`src/rtl/uart_vga_pkg.sv`:
```
// uart_vga_pkg: shared screen geometry, glyph size, control codes and text-controller state type
package uart_vga_pkg;
  localparam int unsigned COLS = 80;
  localparam int unsigned ROWS = 30;
  localparam int unsigned GLYPH_W = 8;
  localparam int unsigned GLYPH_H = 16;
  localparam logic [7:0] CH_BS = 8'h08;
  localparam logic [7:0] CH_LF = 8'h0A;
  localparam logic [7:0] CH_FF = 8'h0C;
  localparam logic [7:0] CH_CR = 8'h0D;
  localparam logic [7:0] CH_SPACE = 8'h20;
  typedef enum logic [2:0] {ST_CLEAR, ST_IDLE, ST_PUT, ST_SCROLL, ST_SCROLL_CLR} text_state_e;
endpackage

```
`src/rtl/uart_text_ctrl.sv`:
```
// uart_text_ctrl: byte-stream terminal writer into char RAM (rx valid/ready in; ram wr/rd ports, cursor, busy out)
module uart_text_ctrl #(
  parameter int COLS = 80,
  parameter int ROWS = 30,
  parameter int ADDR_W = $clog2(COLS*ROWS)
) (
  input  logic              clk,
  input  logic              rst,
  input  logic              rx_valid,
  input  logic [7:0]        rx_data,
  output logic              rx_ready,
  output logic              ram_wr_en,
  output logic [ADDR_W-1:0] ram_wr_addr,
  output logic [7:0]        ram_wr_data,
  output logic [ADDR_W-1:0] ram_rd_addr,
  input  logic [7:0]        ram_rd_data,
  output logic [6:0]        cursor_col,
  output logic [4:0]        cursor_row,
  output logic              busy
);
  import uart_vga_pkg::*;
  localparam logic [ADDR_W-1:0] CELLS_LAST = ADDR_W'(COLS*ROWS-1);
  localparam logic [ADDR_W-1:0] COPY_LAST = ADDR_W'(COLS*(ROWS-1));
  localparam logic [ADDR_W-1:0] COL_LAST = ADDR_W'(COLS-1);
  text_state_e state;
  logic [ADDR_W-1:0] cnt;
  logic [ADDR_W-1:0] cur_addr;
  logic [7:0] wd_q;
  logic copy;
  logic adv;
  logic printable;
  logic last_col;
  logic last_row;
  assign cur_addr = ADDR_W'(cursor_row) * ADDR_W'(COLS) + ADDR_W'(cursor_col);
  assign printable = rx_data >= 8'h20 && rx_data <= 8'h7E;
  assign last_col = cursor_col == 7'(COLS-1);
  assign last_row = cursor_row == 5'(ROWS-1);
  assign rx_ready = state == ST_IDLE;
  assign busy = state != ST_IDLE;
  // during the block copy the write data is the RAM read port, one cycle behind the read address
  assign ram_wr_data = copy ? ram_rd_data : wd_q;
  always_ff @(posedge clk or posedge rst) begin
    if (rst) begin
      state <= ST_CLEAR;
      cnt <= '0;
      cursor_col <= '0;
      cursor_row <= '0;
      ram_wr_en <= 1'b0;
      ram_wr_addr <= '0;
      wd_q <= CH_SPACE;
      ram_rd_addr <= '0;
      copy <= 1'b0;
      adv <= 1'b0;
    end else begin
      ram_wr_en <= 1'b0;
      copy <= 1'b0;
      case (state)
        ST_CLEAR: begin
          ram_wr_en <= 1'b1;
          ram_wr_addr <= cnt;
          wd_q <= CH_SPACE;
          cnt <= cnt + ADDR_W'(1);
          if (cnt == CELLS_LAST) begin
            state <= ST_IDLE;
            cnt <= '0;
            cursor_col <= '0;
            cursor_row <= '0;
          end
        end
        ST_IDLE: if (rx_valid) begin
          if (printable) begin
            ram_wr_en <= 1'b1;
            ram_wr_addr <= cur_addr;
            wd_q <= rx_data;
            adv <= 1'b1;
            state <= ST_PUT;
          end else if (rx_data == CH_CR) begin
            cursor_col <= '0;
          end else if (rx_data == CH_LF) begin
            if (last_row) begin
              state <= ST_SCROLL;
              cnt <= '0;
              ram_rd_addr <= ADDR_W'(COLS);
            end else cursor_row <= cursor_row + 5'd1;
          end else if (rx_data == CH_BS && cursor_col != 7'd0) begin
            cursor_col <= cursor_col - 7'd1;
            ram_wr_en <= 1'b1;
            ram_wr_addr <= cur_addr - ADDR_W'(1);
            wd_q <= CH_SPACE;
            adv <= 1'b0;
            state <= ST_PUT;
          end else if (rx_data == CH_FF) begin
            state <= ST_CLEAR;
            cnt <= '0;
          end
        end
        ST_PUT: begin
          state <= ST_IDLE;
          if (adv) begin
            cursor_col <= last_col ? 7'd0 : cursor_col + 7'd1;
            if (last_col && !last_row) cursor_row <= cursor_row + 5'd1;
            if (last_col && last_row) begin
              state <= ST_SCROLL;
              cnt <= '0;
              ram_rd_addr <= ADDR_W'(COLS);
            end
          end
        end
        ST_SCROLL: begin
          // cycle cnt reads cell cnt+COLS; the write of cell cnt lands in the following cycle
          ram_wr_en <= cnt != COPY_LAST;
          copy <= cnt != COPY_LAST;
          ram_wr_addr <= cnt;
          ram_rd_addr <= cnt < COPY_LAST - ADDR_W'(1) ? cnt + ADDR_W'(COLS+1) : ram_rd_addr;
          cnt <= cnt + ADDR_W'(1);
          if (cnt == COPY_LAST) begin
            state <= ST_SCROLL_CLR;
            cnt <= '0;
          end
        end
        ST_SCROLL_CLR: begin
          ram_wr_en <= 1'b1;
          ram_wr_addr <= COPY_LAST + cnt;
          wd_q <= CH_SPACE;
          cnt <= cnt + ADDR_W'(1);
          if (cnt == COL_LAST) begin
            state <= ST_IDLE;
            cnt <= '0;
          end
        end
        default: state <= ST_CLEAR;
      endcase
    end
  end
endmodule

```
`config.mk`:
```
export PLATFORM = sky130hd
export DESIGN_NAME = uart_text_ctrl
export DESIGN_NICKNAME = d
export VERILOG_FILES = /design/src/rtl/uart_vga_pkg.sv /design/src/rtl/uart_text_ctrl.sv
export SDC_FILE = /design/constraint.sdc
export NUM_CORES = 1
export LEC_CHECK = 0
export ABC_CLOCK_PERIOD_IN_PS = 2900
export BUFFER_PORTS_ARGS = -buffer_cell sky130_fd_sc_hd__buf_2
export CAP_MARGIN = 20
export CORE_ASPECT_RATIO = 1.25
export CORE_UTILIZATION = 52
export CTS_CLUSTER_SIZE = 40
export DETAILED_ROUTE_END_ITERATION = 8
export GPL_ROUTABILITY_DRIVEN = 0
export GPL_TIMING_DRIVEN = 0
export PLACE_DENSITY = 0.87
export SYNTH_ARGS = -nofsm -noshare
export SYNTH_HDL_FRONTEND = slang
export SYNTH_SLANG_ARGS = --single-unit
```
`constraint.sdc`:
```
create_clock -name clk -period 2.9 [get_ports clk]
set_clock_uncertainty 0.05 [all_clocks]
set_input_delay 0.58 -clock clk [delete_from_list [all_inputs] [get_ports clk]]
set_output_delay 0.58 -clock clk [all_outputs]
set_load 0.03 [all_outputs]
```
* Word level (Yosys, flattened, before mapping)
Cells that the tools add are included.
Word-level totals: flip-flop bits (word level) 62, latch bits 0, bits in writable memories 0, bits in read-only memories 0, input port bits 19, logic and storage cells 162, memories 0
Operators by class: add/sub/neg operators 8, $mul 1, divide/modulo/power cells 0, order comparisons 3, eq/ne operators 40, shifts and indexed selects 0, muxes and demuxes 77, bitwise gates (word level) 0, reduce and logical (&&, ||, !) cells 23
Operators with widths (count):
- $mux 12 | 25
- $pmux 12 s3 | 2
- $pmux 12 s5 | 1
- $mux 7 | 8
- $mux 8 | 6
- $mux 5 | 8
- $eq 8x4->1 const B | 4
- $mux 3 | 10
- $reduce_and 9->1 | 3
- $ne 2x2->1 const B | 13
- $eq 12x12->1 const B | 2
- $pmux 7 s3 | 1
- $pmux 8 s2 | 1
- $ne 3x3->1 const B | 5
- $pmux 3 s5 | 1
- $pmux 5 s3 | 1
- $reduce_and 5->1 | 3
- $reduce_and 7->1 | 2
- $add 12x1->12 const B | 1
- $add 12x12->12 const A | 1
- $add 12x7->12 | 1
- $add 12x7->12 const B | 1
- $eq 12x7->1 const B | 1
- $lt 12x12->1 const B | 1
- 28 further kinds | 50

* Logic depth before layout (Yosys ltp)
depth in word-level cells 9, gate-level depth with buffers 10, mapped depth without buffers 10

* Worst setup path before layout
OpenSTA, ideal clock, no wires.
path kind reg-to-reg, start point register cursor_row[1], end point register ram_wr_addr[10], setup time 137 ps, arrival 2730 ps, required time 2713 ps, path slack -17 ps, stages on the path, launching flop included 11, period minus slack after synthesis 2917 ps, path through dfrtp_1 > ha_1 > ha_1 > fa_1 > o211a_1 > o21a_1 > xor2_1 > nor4_1 > xnor2_1 > a221oi_1 > a21oi_1
Between the ends: cells in the longest elaborated chain, start to end 9
RTL lines:
- from (decl) | line uart_text_ctrl.sv:18 | output logic [4:0] cursor_row,
- from (signal assigned) | line uart_text_ctrl.sv:84 | end else cursor_row <= cursor_row + 5'd1;
- from (signal assigned) | line uart_text_ctrl.sv:101 | if (last_col && !last_row) cursor_row <= cursor_row + 5'd1;
- $mul 5x3->8 (*) | line uart_text_ctrl.sv:34 | assign cur_addr = ADDR_W'(cursor_row) * ADDR_W'(COLS) + ADDR_W'(cursor_col);
- $add 12x7->12 (*) | line uart_text_ctrl.sv:34
- $sub 12x1->12 | line uart_text_ctrl.sv:88 | ram_wr_addr <= cur_addr - ADDR_W'(1);
- $mux 12 | line uart_text_ctrl.sv:85 | end else if (rx_data == CH_BS && cursor_col != 7'd0) begin
- $mux 12 | line uart_text_ctrl.sv:79 | end else if (rx_data == CH_LF) begin
- $mux 12 | line uart_text_ctrl.sv:77 | end else if (rx_data == CH_CR) begin
- $mux 12 (*) | line uart_text_ctrl.sv:71 | if (printable) begin
- $mux 12 (*) | line uart_text_ctrl.sv:70 | ST_IDLE: if (rx_valid) begin
- $pmux 12 s3 (*) | line uart_text_ctrl.sv:57 | case (state)
- to (signal assigned) | line uart_text_ctrl.sv:60 | ram_wr_addr <= cnt;
- to (signal assigned) | line uart_text_ctrl.sv:73 | ram_wr_addr <= cur_addr;
- to (signal assigned) | line uart_text_ctrl.sv:88
- to (decl) | line uart_text_ctrl.sv:13 | output logic [ADDR_W-1:0] ram_wr_addr,
Every way passes the cells marked *; elsewhere a longest branch is shown, timed or not. The select of a mux whose other input is x is not followed. A chain may end at the register's enable or synchronous reset.

* Worst setup path in the final report
start point register cursor_row[1], end point register ram_wr_addr[9]
Same word-level chain as after synthesis.

==> summary by stage <==
Synthesis
The adder and majority gate portion of the synthesized area is 6.81%. For this run, the number of Yosys warnings is 0. The dominant combinational cell family by area after synthesis is simple AND/OR/NAND/NOR gates. The mapped netlist covers 0.00445 mm².

The xor/xnor cell area share of the yosys netlist is about 6%. The synthesized netlist devotes 19.3% of its cell area to compound gates. The share of synthesized area spent on multiplexers is 6.02%. The post-synthesis share of cell area spent on and, or, nand and nor gates is between 20% and 30%. The net count of the mapped netlist is ~570. For this run, the register share of the synthesized area comes to 34.9%.

The number of flops mapped to enable cells by yosys is 0. The number of library cell types mapped by synthesis is 59. Synthesis produced 523 cells. The prevailing post-synth register cell is sky130_fd_sc_hd__dfrtp_1. The fraction of synthesis flops using an asynchronous set or reset pin is 100%. The post-synthesis register bit count is 62. Each instance of the synthesized netlist takes up on average 8.50 µm².

STA
The number of endpoints failing setup at the final stage is 0. The measured slew at the worst slew-check pin is 0.675 ns. The worst slew margin relative to its limit is around 55%.

The number of hold violations in the final report is 0. The count of pins over their slew limit is 0. The final setup slack of the worst path is 0.0188 ns. The share of the clock period used by the worst path after layout is 99.4%. For this run, the top clock speed supported by timing is around 0.35 GHz. Setup repair after global routing could not meet its margin everywhere.

Setup total negative slack on the finished layout was measured at 0 ns. The worst path in the final design needs a cycle of roughly 2.9 ns, including I/O delays and setup.

Detailed routing
The final route contains 4456 vias. For this run, the detailed router's first-pass iteration total came to 9. After detailed routing, the average wire length per cell comes to 17.0 µm. The detail route stage leaves a number of antenna-violating nets equal to 0. Using the TritonRoute via totals, the vias-per-cell ratio works out to about 6.2. The number of remaining DRC errors is 1. The detailed-route wire length is approximately 12000 µm. In this run, the number of DRC markers left after iteration 0 of detailed routing was 487.

Setup path
The setup path with the least slack is of type flop to flop. For the worst setup path, the data required time is 3.08 ns. The maximum fanout along the worst path is 3. The sort of element at the end of the critical path is a flop.

STA classifies the critical path startpoint as a flop. For the worst setup path, the data arrival time is a little over 3 ns.

Run
The max-capacitance violation count is 0.

Global route
The leftover overflow at the end of global routing is 0. The total global-route track usage is 28.1%. The first-pass GRT wire length is 20100 µm.

The initial antenna violation count was 0. The number of global-route vias before repair is 4327. Entering global routing, the biggest net connects 45 pins.

Layout
The area growth from synthesis to layout is 19.5%. The sequential standard cell area is approximately 0.0016 mm². The repair_antennas step left the layout with diodes totalling 0.

The number of fillers in the final layout is around 700. The area of the multi-input gates is 0.00279 mm². The number of nets in the finished design is 654.

The fraction of the core area covered by cells at the end of the flow is between 60% and 70%. The finished layout holds just over 700 standard cells, fillers aside. The fraction of layout instances using a drive strength above 1 is 25.3%.

Pwr
The analysis attributes to cell leakage a power of between 2 and 2.5 nW. IR analysis of the VDD net gives a maximum drop of 0.687 mV. Dividing total power by cell area gives a power density of 1080 mW/mm².

Run status
The final reports fail on DRC. The run finished, with violations left.

Placement
The total instance count after detailed placement is a little under 700. At the placement stage, the worst setup path has a slack of -0.0761 ns. The number of buffer cells added on primary ports is between 60 and 70.

The HPWL after detailed placement is 8660 µm.

Floorplan
The chip height is 105 µm. The die outline area is 0.00893 mm². Row generation in the floorplan step produced 37 rows. After floorplanning, the core was sized to cover around 0.0082 mm². Once the floorplan was initialized, standard cells occupied 54.0% of the core. The width of the die is 84.7 µm. The count of boundary I/O pins is 66.

CTS
For this design, the sink count on the clock tree is 62. After clock tree synthesis, the clock-pin slew on the worst setup and hold paths is 0.08 ns. The CTS buffer count is 9. For the worst-skew pair, the clock arrives at the later sink with an insertion delay of 0.36 ns.

The H-tree depth is 3. TritonCTS built the clock tree. The clock root buffer master is sky130_fd_sc_hd__clkbuf_8. In this run the deepest clock path goes through 2 buffers. The count of hold buffers inserted by post-cts repair is 0.

Worst hold path
The path class of the tightest hold or removal check is primary input to async pin.
## metrics by stage
step	hold WS [ns]	cell area, µm²	power (W)
finish	0.188	5320	0.00572
global route	0.212	5320	0.00611
CTS	0.192	5180	0.00555
detailed placement	0.427	4920	0.00467
global placement	0.409	4900	0.00455
floorplan	0.396	4450	0.00381
## power breakdown
part	leakage, nW	internal, W	switching (W)	total (W)
Combinational	1.57	0.00119	0.00228	0.00347
Clock	0.106	0.000482	0.000368	0.000850
Sequential	0.787	0.00116	0.000237	0.00140
## area by class of cell
class | count | area share, %
Multi-Input combinational cell | 416 | 52.5
Tap cell | 97 | 2.28
Clock buffer | 10 | 2.40
Sequential cell | 62 | 29.4
Buffer | 27 | 2.35
Timing Repair Buffer | 78 | 8.19
Clock inverter | 6 | 1.62
Inverter | 18 | 1.27
## flip-flops by register name (all words and copies together), names as in the netlist
signal and count:
cnt 12, ram_rd_addr 12, ram_wr_addr 12, wd_q 8, cursor_col 7, cursor_row 5, state 3, adv 1
copy 1, ram_wr_en 1
## logic make-up (layout without fill, tap and decap cells)
logic type / count (synthesis) / count (layout)
adders and majority gates: 23 / 23
xor gates and xnor gates: 31 / 31
and+or+nand+nor: 203 / 203
muxes: 24 / 24
AOI/OAI and AO/OA: 135 / 135
buffers and inverters: 45 / 139
DFF: 62 / 62
## worst max-delay path, cell delays in order, from the launching register on
cell and delay (ns):
sky130_fd_sc_hd__dfrtp_2 0.44, sky130_fd_sc_hd__ha_4 0.26, sky130_fd_sc_hd__ha_4 0.17, sky130_fd_sc_hd__fa_2 0.62, sky130_fd_sc_hd__o211a_1 0.16, sky130_fd_sc_hd__o21a_1 0.19, sky130_fd_sc_hd__xor2_2 0.10, sky130_fd_sc_hd__buf_4 0.15
sky130_fd_sc_hd__xor2_1 0.16, sky130_fd_sc_hd__a222oi_1 0.34, sky130_fd_sc_hd__a21oi_1 0.11
## metal layers
| metal | up-vias | track usage (%) | part of all wire, % |
|---|---|---|---|
| li1 | 2045 | - | - |
| met1 | 2128 | 33.8 | 40 |
| met2 | 235 | 47.6 | 50 |
| met3 | 48 | 5.79 | 6.8 |
| met4 | 0 | 14.2 | 3.8 |
| met5 | - | 0 | 0 |
## repair_timing
item | CTS | global route
setup buffers | 3 | 9
endpoints found under the setup margin | 3 | 22
gates resized for setup | 7 | 14
pin swaps | 5 | 5
## Yosys cell counts (4+ instances only)
| master | n | area (µm²) |
|---|---|---|
| sky130_fd_sc_hd__a21o_1 | 10 | 75.1 |
| sky130_fd_sc_hd__a21oi_1 | 34 | 170 |
| sky130_fd_sc_hd__a221oi_1 | 8 | 70.1 |
| sky130_fd_sc_hd__and2_1 | 4 | 25.0 |
| sky130_fd_sc_hd__and3_1 | 10 | 62.6 |
| sky130_fd_sc_hd__buf_2 | 4 | 20.0 |
| sky130_fd_sc_hd__clkbuf_1 | 17 | 63.8 |
| sky130_fd_sc_hd__dfrtp_1 | 61 | 1530 |
| sky130_fd_sc_hd__ha_1 | 21 | 263 |
| sky130_fd_sc_hd__inv_1 | 18 | 67.6 |
| sky130_fd_sc_hd__mux2_2 | 22 | 248 |
| sky130_fd_sc_hd__nand2_1 | 54 | 203 |
| sky130_fd_sc_hd__nand2b_1 | 6 | 37.5 |
| sky130_fd_sc_hd__nand3_1 | 16 | 80.1 |
| sky130_fd_sc_hd__nand4_1 | 8 | 50.1 |
| sky130_fd_sc_hd__nor2_1 | 56 | 210 |
| sky130_fd_sc_hd__nor2b_1 | 7 | 43.8 |
| sky130_fd_sc_hd__nor3_1 | 11 | 55.1 |
| sky130_fd_sc_hd__nor3b_1 | 5 | 37.5 |
| sky130_fd_sc_hd__nor4_1 | 4 | 25.0 |
| sky130_fd_sc_hd__o21ai_0 | 42 | 210 |
| sky130_fd_sc_hd__o21bai_1 | 4 | 30.0 |
| sky130_fd_sc_hd__o31ai_1 | 8 | 60.1 |
| sky130_fd_sc_hd__or3_1 | 5 | 31.3 |
| sky130_fd_sc_hd__xnor2_1 | 15 | 131 |
| sky130_fd_sc_hd__xor2_1 | 16 | 140 |
## cells in the final DEF (no fill, tap or decap), types with 4 or more instances in the layout
master / n
sky130_fd_sc_hd__mux2_2: 22
sky130_fd_sc_hd__o21bai_1: 4
sky130_fd_sc_hd__a221oi_1: 7
sky130_fd_sc_hd__xor2_1: 13
sky130_fd_sc_hd__nor3b_1: 5
sky130_fd_sc_hd__nand2_1: 54
sky130_fd_sc_hd__o31ai_1: 8
sky130_fd_sc_hd__nand4_1: 8
sky130_fd_sc_hd__nor3_1: 10
sky130_fd_sc_hd__dfrtp_2: 8
sky130_fd_sc_hd__and3_1: 10
sky130_fd_sc_hd__clkbuf_1: 18
sky130_fd_sc_hd__o21ai_0: 41
sky130_fd_sc_hd__buf_2: 69
sky130_fd_sc_hd__inv_1: 17
sky130_fd_sc_hd__buf_4: 13
sky130_fd_sc_hd__xnor2_1: 15
sky130_fd_sc_hd__nor2_1: 55
sky130_fd_sc_hd__and2_1: 4
sky130_fd_sc_hd__a21o_1: 10
sky130_fd_sc_hd__nand3_1: 16
sky130_fd_sc_hd__nor2b_1: 7
sky130_fd_sc_hd__ha_1: 18
sky130_fd_sc_hd__dfrtp_1: 53
sky130_fd_sc_hd__nand2b_1: 6
sky130_fd_sc_hd__a21oi_1: 34
sky130_fd_sc_hd__clkbuf_8: 9
sky130_fd_sc_hd__or3_1: 5
## worst paths after layout
kind                                            from                    endpoint  slack [ns]  cells after the start
max                        cursor_row[1]$_DFFE_PP0P_  ram_wr_addr[9]$_DFFE_PP0P_        0.02                     10
min reg2reg                      wd_q[3]$_DFFE_PP0P_         wd_q[3]$_DFFE_PP0P_        0.43                      2
max reg2reg                cursor_row[1]$_DFFE_PP0P_  ram_wr_addr[9]$_DFFE_PP0P_        0.02                     10
min                                              rst   cursor_col[6]$_DFFE_PP0P_        0.19                      2
max in group asynchronous                        rst         wd_q[5]$_DFFE_PP1P_        1.96                      3
min in group clk                 wd_q[3]$_DFFE_PP0P_         wd_q[3]$_DFFE_PP0P_        0.43                      2
No activity file was read; power rests on OpenSTA's default activity.
